## config.mk

```make
export PLATFORM = sky130hd
export DESIGN_NAME = alu_input_loader
export DESIGN_NICKNAME = d
export VERILOG_FILES = /design/src/rtl/alu_input_loader.sv
export SDC_FILE = /design/constraint.sdc
export NUM_CORES = 1
export LEC_CHECK = 0
export ABC_AREA = 0
export CAP_MARGIN = 5
export CORE_MARGIN = 2
export CORE_UTILIZATION = 44
export CTS_CLUSTER_DIAMETER = 200
export DETAILED_ROUTE_END_ITERATION = 7
export HOLD_SLACK_MARGIN = 0.08
export PLACE_DENSITY = 0.73
export SYNTH_ARGS = -nofsm -noshare
export SYNTH_HDL_FRONTEND = slang
export SYNTH_SLANG_ARGS = --single-unit
```

## constraint.sdc

```tcl
create_clock -name i_clk -period 1.3 [get_ports i_clk]
set_input_delay 0.13 -clock i_clk [delete_from_list [all_inputs] [get_ports i_clk]]
set_output_delay 0.13 -clock i_clk [all_outputs]
set_load 0.005 [all_outputs]
```

## src/rtl/alu_input_loader.sv

```systemverilog
// Operand loader for the ALU: synchronizes switches/buttons, filters button bounce
// and loads A -> B -> OP in order. Debounce filter present only with ALU_LOADER_DEBOUNCE_EN.
module alu_input_loader #(
   parameter int NB_DATA         = 8,
   parameter int NB_OP           = 6,
   parameter int DEBOUNCE_CYCLES = 1_000_000
) (
   input  logic               i_clk,
   input  logic               i_rst_n,
   input  logic [NB_DATA-1:0] i_sw,
   input  logic [2:0]         i_btn,
   output logic [NB_DATA-1:0] o_A,
   output logic [NB_DATA-1:0] o_B,
   output logic [NB_OP-1:0]   o_OP,
   output logic               o_valid,
   output logic [1:0]         o_state
);

   // state   | meaning
   // WAIT_A  | nothing loaded, only A accepted
   // WAIT_B  | A loaded, waiting for B (A may be reloaded)
   // WAIT_OP | A and B loaded, waiting for OP
   // DONE    | full operand set present, o_valid high
   localparam logic [1:0] WAIT_A  = 2'd0;
   localparam logic [1:0] WAIT_B  = 2'd1;
   localparam logic [1:0] WAIT_OP = 2'd2;
   localparam logic [1:0] DONE    = 2'd3;

   if (DEBOUNCE_CYCLES < 2) begin : g_param_check
      $error("DEBOUNCE_CYCLES must be at least 2");
   end

   logic [2:0]         btn_s1, btn_s2;
   logic [NB_DATA-1:0] sw_s1, sw_s2;
   logic [1:0]         settle;
   logic [2:0]         armed;
   logic [2:0]         lvl, lvl_d;
   logic [2:0]         pulse;

   // A button is armed only after a genuine post-reset low sample, so a button
   // held through reset release cannot fire until it is released and re-pressed.
   always_ff @(posedge i_clk) begin
      if (!i_rst_n) begin
         btn_s1 <= '0;
         btn_s2 <= '0;
         sw_s1  <= '0;
         sw_s2  <= '0;
         settle <= '0;
         armed  <= '0;
         lvl_d  <= '0;
      end else begin
         btn_s1 <= i_btn;
         btn_s2 <= btn_s1;
         sw_s1  <= i_sw;
         sw_s2  <= sw_s1;
         settle <= {settle[0], 1'b1};
         for (int i = 0; i < 3; i++) begin
            if (settle[1] && !btn_s2[i])
               armed[i] <= 1'b1;
         end
         lvl_d  <= lvl;
      end
   end

`ifdef ALU_LOADER_DEBOUNCE_EN
   localparam int CW = $clog2(DEBOUNCE_CYCLES);
   localparam logic [CW-1:0] CNT_LAST = CW'(DEBOUNCE_CYCLES - 1);

   logic [2:0]    deb;
   logic [CW-1:0] cnt [3];

   always_ff @(posedge i_clk) begin
      if (!i_rst_n) begin
         deb <= '0;
         for (int i = 0; i < 3; i++)
            cnt[i] <= '0;
      end else begin
         for (int i = 0; i < 3; i++) begin
            if (btn_s2[i] == deb[i]) begin
               cnt[i] <= '0;
            end else if (cnt[i] == CNT_LAST) begin
               deb[i] <= btn_s2[i];
               cnt[i] <= '0;
            end else begin
               cnt[i] <= cnt[i] + 1'b1;
            end
         end
      end
   end

   assign lvl = deb;
`else
   assign lvl = btn_s2;
`endif

   assign pulse = lvl & ~lvl_d & armed;

   logic [1:0] state, state_nx;
   logic       ld_a, ld_b, ld_op;

   always_comb begin
      state_nx = state;
      ld_a     = 1'b0;
      ld_b     = 1'b0;
      ld_op    = 1'b0;
      if (pulse[0]) begin
         ld_a     = 1'b1;
         state_nx = WAIT_B;
      end else if (pulse[1] && state != WAIT_A) begin
         ld_b = 1'b1;
         if (state == WAIT_B)
            state_nx = WAIT_OP;
      end else if (pulse[2] && (state == WAIT_OP || state == DONE)) begin
         ld_op    = 1'b1;
         state_nx = DONE;
      end
   end

   always_ff @(posedge i_clk) begin
      if (!i_rst_n) begin
         state   <= WAIT_A;
         o_valid <= 1'b0;
         o_A     <= '0;
         o_B     <= '0;
         o_OP    <= '0;
      end else begin
         state   <= state_nx;
         o_valid <= (state_nx == DONE);
         if (ld_a)  o_A  <= sw_s2;
         if (ld_b)  o_B  <= sw_s2;
         if (ld_op) o_OP <= sw_s2[NB_OP-1:0];
      end
   end

   assign o_state = state;

endmodule
```

Word-level counts from Yosys, hierarchy flattened

Cells that the tools add are included.

Add/sub/neg operators: 0
$mul: 0
Divide/modulo/power cells: 0
Order comparisons: 0
Eq/ne operators: 4
Shifts and indexed selects: 0
Mux-type cells: 11
Bitwise gates (word level): 3
Reductions and logical operators: 10

Operators by type and width:

| kind                                                            | number |
|---|---|
| 2-bit two-way mux                                               | 4 |
| 1-bit two-way mux                                               | 7 |
| 3-bit bitwise AND                                               | 2 |
| 2-bit == test, second input constant                            | 3 |
| 1-bit logical AND                                               | 5 |
| 1-bit logical NOT                                               | 3 |
| 3-bit NOT                                                       | 1 |
| 2-bit by 1-bit == test with 1-bit output, second input constant | 1 |
| 2-bit nonzero test                                              | 1 |
| 1-bit logical OR                                                | 1 |

Register bits after elaboration: 55
Latch bits: 0
Bits in writable memories: 0
ROM bits: 0
Input bits: 13
Output and inout port bits: 25
Word-level logic and storage cells: 43
Memories kept: 0

Logic depth before layout (Yosys ltp)

Depth in word-level cells: 8
Mapped depth: 4
Gate-level depth less buffers: 3

Least setup slack after synthesis

No wires, ideal clock.

Path type: register to register
Start point: register lvl_d[0]
End point: register o_OP[0]
Setup time: 0.072 ns
Arrival: 1.165 ns
Data required time: 1.228 ns
Setup slack: 0.063 ns
Stages on the path, launching flop included: 5
Buffers on the path: 1
Period minus slack after synthesis: 1.237 ns
Cell sequence: dfxtp_1 and3b_4 buf_6 nor3_4 mux2i_1

Longest elaborated chain between the ends: 4

Ends and longest elaborated chain:

| what                            | line | source |
|---|---|---|
| start: declaration              | 37   | `logic [2:0] lvl, lvl_d;` |
| start signal: assignment        | 61   | `lvl_d <= lvl;` |
| 3-bit NOT                       | 96   | `assign pulse = lvl & ~lvl_d & armed;` |
| 3-bit bitwise AND (2 in series) | 96   |  |
| 1-bit two-way mux               | 106  | `if (pulse[0]) begin` |
| end signal: assignment          | 131  | `if (ld_op) o_OP <= sw_s2[NB_OP-1:0];` |
| end: declaration                | 14   | `output logic [NB_OP-1:0] o_OP,` |

No other way between the ends.
A chain may end at the register's enable or synchronous reset.

Worst setup path after layout

Start point: register o_B[6]
End point: output o_B[6]

RTL lines:

| what                     | line | source |
|---|---|---|
| start: declaration       | 13   | `output logic [NB_DATA-1:0] o_B,` |
| start signal: assignment | 130  | `if (ld_b) o_B <= sw_s2;` |

No word-level cell between the ends.

==> impl_metrics.py <==
metrics = {
    "yosys": {
        "synth_cells": 170,
        "synth-seq-cells": 55,
        "synth.largest_area_cell": "dfxtp_1",
        "yosys.area.top_type_share_pct": 60.86,
        "synth_edf_count": 0,
        "synth_async_sr_flop_share_pct": 0,
        "seq_area_frac_synth_pct": 60.86,
        "netlist_top_cells_area": "dfxtp_1 (61%), and2_1 (9.0%), nand2_1 (8.1%)",
        "synth.avg_cell_area_um2": 10.64,
        "ys_warn_count": 0,
        "synthTopCellsByCount": "dfxtp_1 (55), nand2_1 (39), and2_1 (26)",
        "synthFlopType": "dfxtp_1",
        "synth_cell_types": 19,
        "synth_nets": 183,
        "yosysMostFrequentCell": "dfxtp_1",
        "synth_area_um2": 1809,
    },
    "setup_path": {
        "end_kind": "primary output",
        "cpMaxStageDelayCell": "clkdlybuf4s50_1",
        "crit_start": "o_B[6]$_SDFFE_PN0P_",
        "cp.required_ns": 1.17,
        "cpLargestDelayFamily": "buffers and inverters",
        "crit_arrival_ns": 1.14,
        "critPathKind": "flip-flop to primary output",
        "crit_chain": "clkdlybuf4s50_1",
        "critPathMaxFanout": 2,
        "crit_path_max_incr_delay_ns": 0.49,
        "start_kind": "flip-flop",
        "endpoint": "o_B[6]",
        "rrSetupSlack_ns": 0.07,
        "reg2reg_from": "o_state[1]$_SDFF_PN0_",
        "reg2regPathDepth": 5,
        "critical_path_buf_inv_count": 1,
        "regToRegEndpoint": "o_OP[1]$_SDFFE_PN0P_",
        "path_depth": 1,
    },
    "pwr": {
        "ir_worst_vdd_v": 0.0007266,
        "leakagePower_uw": 0.001087,
        "powerDensity_nw_per_um2": 1269,
        "total_power_uw": 3135,
    },
    "global_routing": {
        "grt_pass1_wl_um": 5133,
        "antenna_found_initial": 0,
        "grt_use_total_pct": 15.23,
        "overflow": 0,
        "grt_max_degree": 44,
        "grt_pass1_vias": 1211,
    },
    "route": {
        "drt-pass1-iter-count": 3,
        "drc_errors": 0,
        "viasPerCell": 4.670,
        "routed_wl_um": 3138,
        "first_iter_violations": 43,
        "avgRoutedWirePerCell_um": 11.89,
        "ant_nets": 0,
        "dr_total_vias": 1233,
    },
    "floorplan": {
        "pin_count": 38,
        "die_w_um": 68.13,
        "dieArea_um2": 4641,
        "die_h_um": 68.13,
        "num_rows": 23,
        "core_um2": 3971,
        "initial_utilization_pct": 45.56,
    },
    "clock_tree": {
        "cts_hold_buf": 0,
        "tritoncts": "yes",
        "clock_sinks": 55,
        "clkSlewWorstSetupHoldPaths_ns": 0.09,
        "clockBufferDepth": 2,
        "cts-root-buf": "clkbuf_8",
        "htreeDepth": 2,
        "clk_latency_ns": 0.30,
        "cts_buffers": 5,
    },
    "cells_and_area": {
        "multi_input_area_um2": 670.6,
        "fin_nets": 226,
        "regArea_um2": 1122,
        "nFillCells": 342,
        "antennaDiodeCount": 0,
        "drive_above_1_share_pct": 16.36,
        "fin_area_um2": 2470,
        "area_delta_synth_final_pct": 36.51,
        "instances_no_fill": 264,
    },
    "placement": {
        "placed_area_um2": 2260,
        "place_inst": 253,
        "dp_hpwl_um": 2242,
        "place.port_buffers": 37,
        "gp_congestion": 0.7449,
    },
    "timing": {
        "slew_headroom_pct": 72.06,
        "fmax_mhz": 787.8,
        "clock_skew_ns": 0.01072,
        "hold_viol_final": 0,
        "min_period_over_period_pct": 97.65,
        "worst_pin_slew_ns": 0.4178,
        "setup_violations": 0,
        "slew_viol_final": 0,
        "period_minus_slack_ns": 1.269,
    },
    "run": {
        "max_cap_viol_count": 0,
    },
    "outcome": {
        "outcome": "finished, final reports clean",
    },
    "hold_path": {
        "hold_path_class": "input pin to flip-flop",
    },
}
==> layout make-up <==
class / instances / area share [%]
well taps: 50 / 2.533
clock inverters: 2 / 2.432
multi-input cells: 107 / 27.15
repair buffers: 44 / 19.50
flip-flops and latches: 55 / 45.44
clock buffers: 6 / 2.938
==> registers in the layout, indices dropped and copies added, names as in the netlist <==
signal,cells
settle,2
o_B,8
btn_s1,3
o_OP,6
o_state,2
sw_s1,8
btn_s2,3
armed,3
lvl_d,3
o_valid,1
sw_s2,8
o_A,8
==> power breakdown <==
part,switching [uW],internal (uW)
sequential,18.9,1730
combinational,46.7,73.0
clock,499,769
total,564,2570
==> cell usage in the layout, fill, tap and decap left out, drive strengths merged <==
cell / count
dfxtp: 55
nand2: 39
and2: 26
clkdlybuf4s50: 24
mux2i: 14
dlymetal6s2s: 10
a21boi: 8
buf: 7
clkbuf: 6
nor2b: 3
o21a: 3
dlygate4sd2: 3
nand3b: 2
nor2: 2
nor3: 2
a21oi: 2
bufinv: 2
and3b: 2
nand4b: 1
o21ba: 1
o31ai: 1
nor3b: 1
==> what timing repair did <==
action	in CTS	in global routing
buffers inserted	2	1
resized for setup	7	23
setup endpoints to repair	6	27
pin swaps	1	2
==> worst min-delay path by stage <==
stage,start,endpoint,slack (ns),cells after the start
finish,i_sw[0],sw_s1[0]$_SDFF_PN0_,0.40,2
global route,i_sw[7],sw_s1[7]$_SDFF_PN0_,0.39,2
CTS,i_sw[0],sw_s1[0]$_SDFF_PN0_,0.39,2
detailed placement,settle[0]$_DFF_P_,settle[1]$_SDFF_PN0_,0.42,1
global placement,settle[0]$_DFF_P_,settle[1]$_SDFF_PN0_,0.42,1
floorplan,i_rst_n,settle[0]$_DFF_P_,0.16,0
==> per-stage QoR <==
stage	worst slack (ns)	TNS, ns	hold slack [ns]	util (%)
detailed placement	0.01289	0	0.4185	56.90
floorplan	0.06343	0	0.1577	-
global route	-0.003370	-0.003393	0.3915	62.19
finish	0.03061	0	0.4042	62.19
CTS	0.002095	0	0.3914	60.96
global placement	0.07351	0	0.4152	56.90
==> layer usage <==
layer	wire [um]	track usage [%]
met5	0	0
met4	69	8.250
met1	1431	16.82
met2	1453	25.49
met3	183	5.428
==> cell families (layout without fill, tap and decap cells) <==
kind of cell           Yosys count  in the layout  synth area share, %
AOI/OAI and AO/OA               15             15                6.086
buffers and inverters            8             52                2.075
DFF                             55             55                60.86
muxes                           14             14                7.745
and+or+nand+nor                 78             78                23.24
No activity file was read; power rests on OpenSTA's default activity.
